### src/rtl/pw_qual_arbiter.sv
// pw_qual_arbiter: per-channel pulse-width qualifier feeding a round-robin
// grant FSM (IDLE -> GRANT -> RELEASE -> IDLE) with a minimum hold time.
// Optional feature macro: PWQA_TIMEOUT_EN. When it is defined, a grant held for
// MAX_HOLD cycles is revoked if another channel is waiting.
module pw_qual_arbiter #(
    parameter int N_CH         = 4,
    parameter int CNT_W        = 8,
    parameter int DEF_ASSERT   = 2,
    parameter int DEF_DEASSERT = 2,
    parameter int MIN_HOLD     = 4,
    parameter int MAX_HOLD     = 32
) (
    input  logic                     clk,
    input  logic                     rst,
    input  logic [N_CH-1:0]          req_i,
    input  logic                     cfg_we,
    input  logic [$clog2(N_CH)-1:0]  cfg_ch,
    input  logic [CNT_W-1:0]         cfg_assert,
    input  logic [CNT_W-1:0]         cfg_deassert,
    output logic [N_CH-1:0]          qual_o,
    output logic [N_CH-1:0]          grant_o,
    output logic                     busy_o
);

    localparam int IDX_W = $clog2(N_CH);
    localparam logic [CNT_W:0] ONE_X = (CNT_W+1)'(1);

    typedef enum logic [1:0] {
        IDLE    = 2'd0,
        GRANT   = 2'd1,
        RELEASE = 2'd2
    } state_t;

    // Qualifier storage
    logic [CNT_W-1:0] th_a   [N_CH];
    logic [CNT_W-1:0] th_d   [N_CH];
    logic [CNT_W-1:0] hi_cnt [N_CH];
    logic [CNT_W-1:0] lo_cnt [N_CH];
    logic [CNT_W:0]   eff_a  [N_CH];
    logic [CNT_W:0]   eff_d  [N_CH];
    logic [CNT_W:0]   hi_inc [N_CH];
    logic [CNT_W:0]   lo_inc [N_CH];
    logic [N_CH-1:0]  qual_q;

    // Arbiter storage
    state_t            state_q, state_d;
    logic [N_CH-1:0]   grant_q, grant_d;
    logic [IDX_W-1:0]  owner_q, owner_d;
    logic [IDX_W-1:0]  last_q, last_d;
    logic [CNT_W-1:0]  hold_q, hold_d;
    logic              pick_valid;
    logic [IDX_W-1:0]  pick_idx;
    int                cand;
    logic              min_met;
    logic              owner_drop;
    logic              timeout_hit;
    logic              release_now;

    assign qual_o  = qual_q;
    assign grant_o = grant_q;
    assign busy_o  = (state_q != IDLE);

    // Effective thresholds (zero behaves as one) and next run-counter values
    always_comb begin
        for (int i = 0; i < N_CH; i++) begin
            eff_a[i]  = (th_a[i] == '0) ? ONE_X : {1'b0, th_a[i]};
            eff_d[i]  = (th_d[i] == '0) ? ONE_X : {1'b0, th_d[i]};
            hi_inc[i] = {1'b0, hi_cnt[i]} + ONE_X;
            lo_inc[i] = {1'b0, lo_cnt[i]} + ONE_X;
        end
    end

    // Per-channel run counters, thresholds and qualified level
    always_ff @(posedge clk) begin
        if (rst) begin
            for (int i = 0; i < N_CH; i++) begin
                th_a[i]   <= CNT_W'(DEF_ASSERT);
                th_d[i]   <= CNT_W'(DEF_DEASSERT);
                hi_cnt[i] <= '0;
                lo_cnt[i] <= '0;
            end
            qual_q <= '0;
        end else begin
            for (int i = 0; i < N_CH; i++) begin
                if (cfg_we && (int'(cfg_ch) == i)) begin
                    th_a[i]   <= cfg_assert;
                    th_d[i]   <= cfg_deassert;
                    hi_cnt[i] <= '0;
                    lo_cnt[i] <= '0;
                end else if (req_i[i]) begin
                    lo_cnt[i] <= '0;
                    if (hi_inc[i] >= eff_a[i]) begin
                        hi_cnt[i] <= eff_a[i][CNT_W-1:0];
                        qual_q[i] <= 1'b1;
                    end else begin
                        hi_cnt[i] <= hi_inc[i][CNT_W-1:0];
                    end
                end else begin
                    hi_cnt[i] <= '0;
                    if (lo_inc[i] >= eff_d[i]) begin
                        lo_cnt[i] <= eff_d[i][CNT_W-1:0];
                        qual_q[i] <= 1'b0;
                    end else begin
                        lo_cnt[i] <= lo_inc[i][CNT_W-1:0];
                    end
                end
            end
        end
    end

    // Round-robin search for the first qualified channel after last_grant
    always_comb begin
        pick_valid = 1'b0;
        pick_idx   = '0;
        cand       = 0;
        for (int k = 1; k <= N_CH; k++) begin
            cand = int'(last_q) + k;
            if (cand >= N_CH) begin
                cand = cand - N_CH;
            end
            if (!pick_valid && qual_q[IDX_W'(cand)]) begin
                pick_valid = 1'b1;
                pick_idx   = IDX_W'(cand);
            end
        end
    end

    // Release decision for the current owner
    always_comb begin
        min_met     = (int'(hold_q) >= MIN_HOLD);
        owner_drop  = min_met && !qual_q[owner_q];
        timeout_hit = 1'b0;
`ifdef PWQA_TIMEOUT_EN
        timeout_hit = (int'(hold_q) >= MAX_HOLD) && (|(qual_q & ~grant_q));
`else
        timeout_hit = 1'b0;
`endif
        release_now = owner_drop || timeout_hit;
    end

    // FSM next-state and next-output logic
    always_comb begin
        state_d = state_q;
        grant_d = grant_q;
        owner_d = owner_q;
        last_d  = last_q;
        hold_d  = hold_q;
        case (state_q)
            IDLE: begin
                grant_d = '0;
                if (pick_valid) begin
                    state_d           = GRANT;
                    grant_d[pick_idx] = 1'b1;
                    owner_d           = pick_idx;
                    hold_d            = CNT_W'(1);
                end
            end
            GRANT: begin
                if (hold_q != '1) begin
                    hold_d = hold_q + CNT_W'(1);
                end
                if (release_now) begin
                    state_d = RELEASE;
                    grant_d = '0;
                    last_d  = owner_q;
                end
            end
            RELEASE: begin
                grant_d = '0;
                state_d = IDLE;
            end
            default: begin
                grant_d = '0;
                state_d = IDLE;
            end
        endcase
    end

    // FSM state register; reset drops any grant on the same edge
    always_ff @(posedge clk) begin
        if (rst) begin
            state_q <= IDLE;
            grant_q <= '0;
            owner_q <= '0;
            last_q  <= IDX_W'(N_CH - 1);
            hold_q  <= '0;
        end else begin
            state_q <= state_d;
            grant_q <= grant_d;
            owner_q <= owner_d;
            last_q  <= last_d;
            hold_q  <= hold_d;
        end
    end

endmodule
### config.mk
export PLATFORM = sky130hd
export DESIGN_NAME = pw_qual_arbiter
export DESIGN_NICKNAME = d
export VERILOG_FILES = /design/src/rtl/pw_qual_arbiter.sv
export SDC_FILE = /design/constraint.sdc
export NUM_CORES = 1
export LEC_CHECK = 0
export CAP_MARGIN = 20
export CORE_MARGIN = 2
export CORE_UTILIZATION = 43
export DETAILED_ROUTE_END_ITERATION = 10
export PLACE_DENSITY = 0.7
export SKIP_LAST_GASP = 1
export SYNTH_ARGS = -nofsm -noshare
export SYNTH_HDL_FRONTEND = slang
export SYNTH_SLANG_ARGS = --single-unit
### constraint.sdc
create_clock -name clk -period 2.92 [get_ports clk]
set_input_delay 0.292 -clock clk [delete_from_list [all_inputs] [get_ports clk]]
set_output_delay 0.292 -clock clk [all_outputs]
set_load 0.01 [all_outputs]
Yosys cells after proc, flatten, opt, wreduce, memory -nomap -nowiden
Memories as Yosys holds them, arrays and structs flattened.
Cells that the tools add are included.
{ "word_totals": {"memories": 4, "mem_bits_rw": 128, "out_inout_bits": 9, "register_bits": 22, "word_cells": 366, "inputBits": 25} }
{ "classes": {"reduce_logical": 37, "muxes": 223, "add_sub_neg": 17, "n_bitwise": 44, "magnitude_cmp": 20, "eq_ne": 12} }
{ "memory_table": {"columns": ["name", "depth", "word_bits", "read_ports", "rd_clocked_by_memory_dff", "write_ports", "line", "text"], "rows": [
  ["hi_cnt", 4, 8, 4, 0, 4, "37", "logic [CNT_W-1:0] hi_cnt [N_CH];"],
  ["lo_cnt", 4, 8, 4, 0, 4, "38", "logic [CNT_W-1:0] lo_cnt [N_CH];"],
  ["th_a", 4, 8, 4, 0, 4, "35", "logic [CNT_W-1:0] th_a [N_CH];"],
  ["th_d", 4, 8, 4, 0, 4, "36", "logic [CNT_W-1:0] th_d [N_CH];"]
]} }
{ "op_table": {"columns": ["cell", "count"], "rows": [
  ["2-to-1 mux 8 bit", 50],
  ["2-to-1 mux 1 bit", 152],
  ["adder 8 x 1 -> 9 bit, second input constant", 8],
  [">= comparator 9 x 8 -> 1 bit", 8],
  ["logical NOT 8 bit", 8],
  ["bitwise OR 1 bit", 40],
  ["2-to-1 mux 2 bit", 10],
  ["< comparator 2 x 4 -> 1 bit, second input constant", 4],
  ["one-hot mux 8 bit (2 select lines)", 1],
  ["AND reduction 3 bit", 5],
  ["nonzero test 2 bit", 6],
  ["binary-select mux 1 bit (select 2 bit)", 5],
  [">= comparator 3 bit, second input constant", 3],
  ["logical AND 1 bit", 9],
  ["adder 8 x 1 -> 8 bit, second input constant", 1],
  [">= comparator 8 x 3 -> 1 bit, second input constant", 1],
  ["2-to-1 mux 4 bit", 2],
  ["inequality test 2 x 1 -> 1 bit, second input constant", 4],
  ["inequality test 8 bit, second input constant", 1],
  ["one-hot mux 4 bit (2 select lines)", 1],
  ["subtractor 2 x 1 -> 2 bit, second input constant", 4],
  ["adder 2 x 2 -> 3 bit, second input constant", 2],
  ["< comparator 2 x 3 -> 1 bit, second input constant", 2],
  ["inequality test 2 bit, second input constant", 3],
  ["other kinds (12)", 23]
]} }

Depth between registers and ports, before layout
Gate-level depths: netlist of run 1.
{ "logic_depth": {"depth_word": 22, "mapped_depth": 11, "depth_no_buf": 10} }

Worst setup path after synthesis of run 1
Ideal clock, no wire load.
{ "synth_path": {"path_type": "register to register", "startpoint": "mem hi_cnt[2][0]", "endpoint": "mem hi_cnt[2][2], data pin", "t_required_ns": 2.664, "path_stages_with_launch": 10, "path_buffers": 0, "arrival_time_ns": 2.202, "synth_period_minus_slack_ns": 2.458, "setup_slack_ns": 0.462, "setup_time_ns": 0.256, "path_cell_list": "edfxtp_1 > ha_1 > nand2_1 > nor2_1 > xor2_1 > ha_1 > a21o_1 > a211oi_1 > a21oi_2 > a22o_1"} }
{ "synth_rtl": {"columns": ["element", "line"], "rows": [
  ["start: declaration", "37"]
]} }

==> results.tsv, run 1 <==
stage	metric	value	unit
status	status	finished clean	
die	Core Area	0.0210	sq mm
clock_network	CTS tree	done	
logic_synthesis	adder-cell share of the synthesized area	10.1	%
place	placed instance count	1247	
logic_synthesis	Synth Area in Simple Gates	20.4	%
timing	setup TNS	0	ns
grt	vias in the first global route	6790	
grt	grt ovf	0	
clock_network	H-tree depth	4	
logic_synthesis	post-synthesis xor/xnor area fraction	5.16	%
clock_network	clk root buf	clkbuf_16	
final_layout	Reg area	0.00428	sq mm
grt	aggregate global-route resource usage	18.6	%
timing	slew of the pin with the lowest slew margin	0.703	ns
setup_path	reg-to-reg slack, setup	0.18	ns
setup_path	Worst setup startpoint	lo_cnt[2][2]	
timing	final worst setup slack	0.180	ns
job	number of max-cap violations	0	
logic_synthesis	Mean Syn Cell Area	10.3	sq um
setup_path	endpoint type of the worst setup path	register	
clock_network	CTS Buf Count	17	
clock_network	worst-case clock buffer depth	2	
routing	vias per cell	5.51	
timing	post-route minimum period	2.74	ns
logic_synthesis	mux cell area share after synthesis	0.464	%
grt	M1 GR Usage	25.4	%
timing	Fin. Hold Viols	0	
place	DP HPWL	15.1	mm
place	IO buf count	33	
timing	Setup violations, final	0	
grt	largest net degree at the start of global routing	50	
routing	Vias	7045	
timing	max-slew violations	0	
logic_synthesis	Compound-Gate Fraction of Synth Area	13.3	%
final_layout	Area growth syn-to-layout	16.0	%
timing	Peak Freq	0.365	GHz
die	die width	150	microns
worst_hold_path	Hold Path Class	reg -> reg	
logic_synthesis	Async S/R FF share, synth	0	%
power_and_ir_drop	worst vdd ir	0.432	mV
logic_synthesis	dominant synthesized flop cell	edfxtp_1	
timing	crit share post-route	93.8	%
setup_path	FF-to-FF Start	lo_cnt[2][2]	
clock_network	Reg clk slew, reported paths	0.07	ns
grt	first-pass GRT wire length	33.2	mm
die	Die H	150	microns
final_layout	fill count	1937	
timing	relative slew slack	53.0	%
routing	Post-Route WL	20.2	mm
clock_network	clock sinks	150	
setup_path	Critical Path RT	3.10	ns
die	die area	0.0225	sq mm
logic_synthesis	Post-synth EDFFs	128	
place	worst slack at placement	0.237	ns
logic_synthesis	Synth Register Bits	150	
setup_path	crit path max fanout	8	
timing	RSZ-0062 raised after global routing	no	
routing	Iteration-0 DRC Markers	492	
die	IO Pins	34	
power_and_ir_drop	Pleak	4.38	nW
logic_synthesis	Syn. warnings	0	
die	row count	53	
die	Initial Util	43.7	%
clock_network	clock latency at the later pin of the worst-skew pair	0.42	ns
final_layout	count of nets after finishing	1090	
final_layout	Util after Layout	50.7	%
final_layout	Antenna Cells	0	
grt	met3 Usage GRT	3.41	%
logic_synthesis	largest family of logic cells by synthesized area	simple AND/OR/NAND/NOR gates	
setup_path	worst path arrival time	2.92	ns
grt	initial antenna violation count	0	
logic_synthesis	register area share after synthesis	46.8	%
routing	average wire per standard cell	15.8	microns
final_layout	layout cell share with drive strength beyond 1	6.67	%
setup_path	startpoint types	register	
timing	worst clock skew	0.00971	ns
setup_path	critical path class	reg -> reg	
routing	Antenna Nets Post-Route	0	
logic_synthesis	Distinct cells, synth	66	
routing	First-pass DRT Iterations	5	
final_layout	commonest non-fill, non-tap cell in the layout	edfxtp_1	
place	RePlAce Congestion	0.858	
logic_synthesis	synthesized area	0.00916	sq mm
worst_hold_path	worst hold path startpoint	owner_q[1]	
routing	DRC	0	
power_and_ir_drop	cell area power density	548	mW/mm^2
final_layout	Multi-input gate area	0.00477	sq mm
final_layout	commonest non-fill, non-tap cells in the layout	128 x edfxtp_1, 83 x nor3_1, 74 x a21oi_1, 74 x ha_1, 67 x inv_1	
logic_synthesis	Post-Syn Instances	887	
grt	M2 GR Usage	30.6	%
grt	most used routing layer	met2	
final_layout	Finished Layout Cells	1279	
## flip-flops by register name, summed over array words and instances (netlist names)
signal	flops
qual_o	4
state_q	2
hold_q	8
th_d	32
last_q	2
hi_cnt	32
lo_cnt	32
th_a	32
grant_o	4
owner_q	2
## where the power goes
group / switching [W] / leakage (nW) / internal (W) / total, W
registers: 0.000160 / 1.47 / 0.00251 / 0.00267
logic: 0.000611 / 2.64 / 0.000438 / 0.00105
clock network: 0.000976 / 0.276 / 0.00112 / 0.00210
total: 0.00175 / 4.38 / 0.00407 / 0.00582
## final cells by class
cell class	count	area share [%]
multi-input combinational	711	44.9
sequential	150	40.3
clock buffer	17	4.00
timing repair buffer	44	3.89
tap	275	3.24
inverter	67	2.37
clock inverter	15	1.25
## stage by stage
step	hold slack (ns)	power [W]	cell area, sq um
global placement	0.476	0.00372	10100
CTS	0.496	0.00584	10600
detailed placement	0.486	0.00374	10100
floorplan	0.454	0.00342	9400
global route	0.539	0.00610	10600
finish	0.495	0.00582	10600
## logic make-up after synthesis
logic type / after synthesis
other: 1
AND/OR/NAND/NOR: 340
buffers and inverters: 89
flip-flops: 150
XOR/XNOR: 54
AO/OA/AOI/OAI: 176
multiplexers: 3
adder cells (fa/ha/maj): 74
## final timing paths
path,end,cells after the start
max,lo_cnt[2][3],10
min,owner_q[1],2
max reg2reg,lo_cnt[2][3],10
min reg2reg,owner_q[1],2
## critical path, stage by stage (launching register included)
cell	delay (ns)
edfxtp_1	0.41
and3_1	0.21
and3_1	0.21
nand3_1	0.11
xnor2_1	0.21
ha_1	0.29
a21oi_1	0.17
nand2_1	0.07
a31oi_1	0.34
a21boi_2	0.21
a22o_1	0.28
## timing repair
action / in CTS / in global routing
gates resized for setup: 0 / 1
buffers inserted: 0 / 0
hold buffers: 0 / 0
setup endpoints to repair: 0 / 6
## cells in the mapped netlist (all sizes together), types with 5 or more instances
| cell type | n | share of area, % |
|---|---|---|
| edfxtp | 128 | 42 |
| nor3 | 85 | 4.8 |
| a21oi | 75 | 4.1 |
| ha | 74 | 10 |
| inv | 67 | 2.7 |
| and3 | 62 | 4.4 |
| nand3 | 54 | 3.0 |
| xnor2 | 41 | 3.9 |
| nand2 | 30 | 1.2 |
| nor2 | 30 | 1.3 |
| dfxtp | 22 | 4.8 |
| nand4 | 19 | 1.3 |
| and2 | 17 | 1.2 |
| clkbuf | 17 | 0.71 |
| o21ai | 16 | 0.87 |
| xor2 | 13 | 1.2 |
| a22o | 12 | 1.1 |
| nor4 | 10 | 0.75 |
| a41o | 8 | 0.87 |
| a21boi | 7 | 0.61 |
| a21o | 7 | 0.57 |
| nand2b | 7 | 0.48 |
| nor2b | 7 | 0.48 |
| or3 | 7 | 0.48 |
| a211oi | 6 | 0.55 |
| and4 | 6 | 0.63 |
| buf | 5 | 0.29 |
| o2111a | 5 | 0.61 |
| o2111ai | 5 | 0.68 |
| o21a | 5 | 0.41 |
| o21bai | 5 | 0.41 |
## metal layers
layer | share of wire (%) | up-vias
li1 | - | 3504
met1 | 47 | 3349
met2 | 47 | 166
met3 | 4.8 | 26
met4 | 1.1 | 0
met5 | 0 | -
Power figures use the tool's default switching activity.
==> inputs of run 2 (changes only) <==
--- a/config.mk
+++ b/config.mk
@@ -10,7 +10,6 @@
 export CORE_UTILIZATION = 43
 export DETAILED_ROUTE_END_ITERATION = 10
 export PLACE_DENSITY = 0.7
-export SKIP_LAST_GASP = 1
 export SYNTH_ARGS = -nofsm -noshare
 export SYNTH_HDL_FRONTEND = slang
 export SYNTH_SLANG_ARGS = --single-unit
==> results of run 2 <==
Same layout as run 1: the final DEF is identical, and so are final timing and power.
==> inputs of run 3 (changes only) <==
--- a/config.mk
+++ b/config.mk
@@ -5,11 +5,10 @@
 export SDC_FILE = /design/constraint.sdc
 export NUM_CORES = 1
 export LEC_CHECK = 0
-export CAP_MARGIN = 20
 export CORE_MARGIN = 2
-export CORE_UTILIZATION = 43
+export CORE_UTILIZATION = 55
 export DETAILED_ROUTE_END_ITERATION = 10
-export PLACE_DENSITY = 0.7
+export PLACE_DENSITY = 0.83
 export SYNTH_ARGS = -nofsm -noshare
 export SYNTH_HDL_FRONTEND = slang
 export SYNTH_SLANG_ARGS = --single-unit
==> run 3 against run 2 <==
  * Sequential power hardly changed
  * Wire length increased by 4.4%
  * Fmax is 0.93% lower
  * Critical endpoint is now hi_cnt[2][2]
  * Register-to-register slack lost 0.03 ns
  * Cell area rose by 0.71%
  * Global-route usage is 6.1 points higher
  * Sequential share of layout area down 0.28 points
  * First-iteration DRC count increased by 12%
  * Core utilization grew 15 points
==> results.tsv, run 3 (synthesized netlist as in run 1, its figures left out) <==
stage	metric	value	unit	change
setup_path	crit path to	hi_cnt[2][2]		was lo_cnt[2][3]
clock_network	clk root buf	clkbuf_16		unchanged
clock_network	worst-case clock buffer depth	2		unchanged
timing	Peak Freq	0.362	GHz	was 0.365 GHz
routing	Iteration-0 DRC Markers	552		was 492
timing	final worst setup slack	0.154	ns	was 0.180 ns
clock_network	Reg clk slew, reported paths	0.06	ns	was 0.07 ns
power_and_ir_drop	total power	0.00614	W	was 0.00582 W
setup_path	reg-to-reg slack, setup	0.15	ns	was 0.18 ns
final_layout	layout cell share with drive strength beyond 1	6.94	%	was 6.67%
place	DP HPWL	15.3	mm	was 15.1 mm
final_layout	count of nets after finishing	1094		was 1,090
timing	relative slew slack	54.1	%	was 53.0%
power_and_ir_drop	cell area power density	574	mW/mm^2	was 548 mW/mm^2
clock_network	H-tree depth	4		unchanged
final_layout	commonest non-fill, non-tap cells in the layout	128 x edfxtp_1, 83 x nor3_1, 74 x a21oi_1, 74 x ha_1, 67 x inv_1		unchanged
setup_path	Critical Path RT	3.10	ns	about the same
die	Die H	133	microns	was 150 microns
place	worst slack at placement	0.206	ns	was 0.237 ns
timing	RSZ-0062 raised after global routing	no		unchanged
timing	final hold slack	0.512	ns	was 0.495 ns
final_layout	Util after Layout	65.2	%	was 50.7%
final_layout	fill count	1234		was 1,937
place	RePlAce Congestion	0.905		was 0.858
timing	Setup violations, final	0		unchanged
die	IO Pins	34		unchanged
routing	First-pass DRT Iterations	5		unchanged
routing	Post-Route WL	21.1	mm	was 20.2 mm
die	Initial Util	55.8	%	was 43.7%
timing	Fin. Hold Viols	0		unchanged
timing	slew of the pin with the lowest slew margin	0.687	ns	was 0.703 ns
power_and_ir_drop	Pleak	4.46	nW	was 4.38 nW
clock_network	CTS Buf Count	17		unchanged
power_and_ir_drop	worst vdd ir	0.480	mV	was 0.432 mV
final_layout	Area growth syn-to-layout	16.8	%	was 16.0%
routing	vias per cell	5.97		was 5.51
job	number of max-cap violations	0		unchanged
setup_path	crit path max fanout	8		unchanged
clock_network	cts hold-fix bufs	0		unchanged
timing	setup TNS	0	ns	unchanged
grt	vias in the first global route	7176		was 6,790
routing	DRC	0		unchanged
setup_path	FF-to-FF path depth	9		was 10
timing	max-slew violations	0		unchanged
die	die width	133	microns	was 150 microns
timing	crit share post-route	94.7	%	was 93.8%
final_layout	Reg area	0.00428	sq mm	unchanged
grt	first-pass GRT wire length	34.6	mm	was 33.2 mm
die	Core Area	0.0164	sq mm	was 0.0210 sq mm
setup_path	critical path class	reg -> reg		unchanged
die	die area	0.0177	sq mm	was 0.0225 sq mm
clock_network	post_cts resized	0		unchanged
worst_hold_path	Hold Path Class	reg -> reg		unchanged
setup_path	FF-to-FF Start	hi_cnt[2][0]		was lo_cnt[2][2]
die	row count	47		was 53
place	IO buf count	33		unchanged
routing	average wire per standard cell	17.1	microns	was 15.8 microns
clock_network	CTS tree	done		unchanged
grt	aggregate global-route resource usage	24.7	%	was 18.6%
setup_path	worst path arrival time	2.94	ns	was 2.92 ns
routing	Antenna Nets Post-Route	0		unchanged
grt	grt ovf	0		unchanged
routing	Vias	7339		was 7,045
setup_path	startpoint types	register		unchanged
clock_network	clock latency at the later pin of the worst-skew pair	0.43	ns	was 0.42 ns
grt	initial antenna violation count	2		was 0
timing	worst clock skew	0.00883	ns	was 0.00971 ns
final_layout	commonest non-fill, non-tap cell in the layout	edfxtp_1		unchanged
timing	post-route minimum period	2.77	ns	was 2.74 ns
setup_path	Worst setup startpoint	hi_cnt[2][0]		was lo_cnt[2][2]
grt	largest net degree at the start of global routing	27		was 50
final_layout	Multi-input gate area	0.00478	sq mm	was 0.00477 sq mm
status	status	finished clean		unchanged
clock_network	buffer count from post-CTS setup fixing	0		unchanged
clock_network	clock sinks	150		unchanged
setup_path	Reg-to-Reg End	hi_cnt[2][2]		was lo_cnt[2][3]
setup_path	endpoint type of the worst setup path	register		unchanged
run 3: changes by cell type in the layout (fill, tap and decap cells not counted), sizes merged:
cell	delta
diode	+1
clkinvlp	-1
inv	-9
bufinv	+1
buf	+4
clkbuf	+8
clkinv	+1
run 3: worst max-delay path: stages (launching register included):
cell and delay, ns:
edfxtp_1 0.43, ha_1 0.26, nand2_1 0.07, nor2_1 0.11, xor2_1 0.22, ha_1 0.27
a21o_1 0.16, a211oi_1 0.48, a21oi_2 0.22, a22o_1 0.29
run 3: how the worst min path moves through the flow:
stage,from,endpoint,slack (ns),cells past startpoint
5_1_grt,owner_q[1],owner_q[1],0.54,2
4_1_cts,grant_o[2],grant_o[2],0.52,2
6_report,grant_o[2],grant_o[2],0.51,2
3_3_place_gp,owner_q[1],owner_q[1],0.47,2
2_1_floorplan,owner_q[1],owner_q[1],0.45,2
3_5_place_dp,owner_q[1],owner_q[1],0.48,2
run 3: layout make-up:
class / instances / area share [%]
Clock inverter: 7 / 0.643
Timing Repair Buffer: 48 / 4.14
Tap cell: 220 / 2.57
Antenna cell: 1 / 0.0234
Inverter: 67 / 2.35
Clock buffer: 25 / 5.54
Sequential cell: 150 / 40.0
Multi-Input combinational cell: 711 / 44.7
run 3: power by group:
group | internal (W) | switching (W)
logic | 0.000452 | 0.000649
registers | 0.00251 | 0.000149
clock network | 0.00150 | 0.000873
run 3: metal layers:
| metal | GRT usage (%) | share of wire (%) | up-vias |
|---|---|---|---|
| met5 | 0 | 0 | - |
| met4 | 10.3 | 3.3 | 0 |
| met3 | 5.98 | 6.9 | 70 |
| met2 | 41.2 | 48 | 296 |
| met1 | 30.9 | 42 | 3453 |
| li1 | - | - | 3520 |
run 3: metrics by stage:
| step | instance area, sq um | instances |
|---|---|---|
| after global placement | 10000 | 1196 |
| after floorplan | 9400 | 950 |
| after CTS | 10700 | 1228 |
| final | 10700 | 1229 |
| after global routing | 10700 | 1228 |
| after detailed placement | 10000 | 1196 |
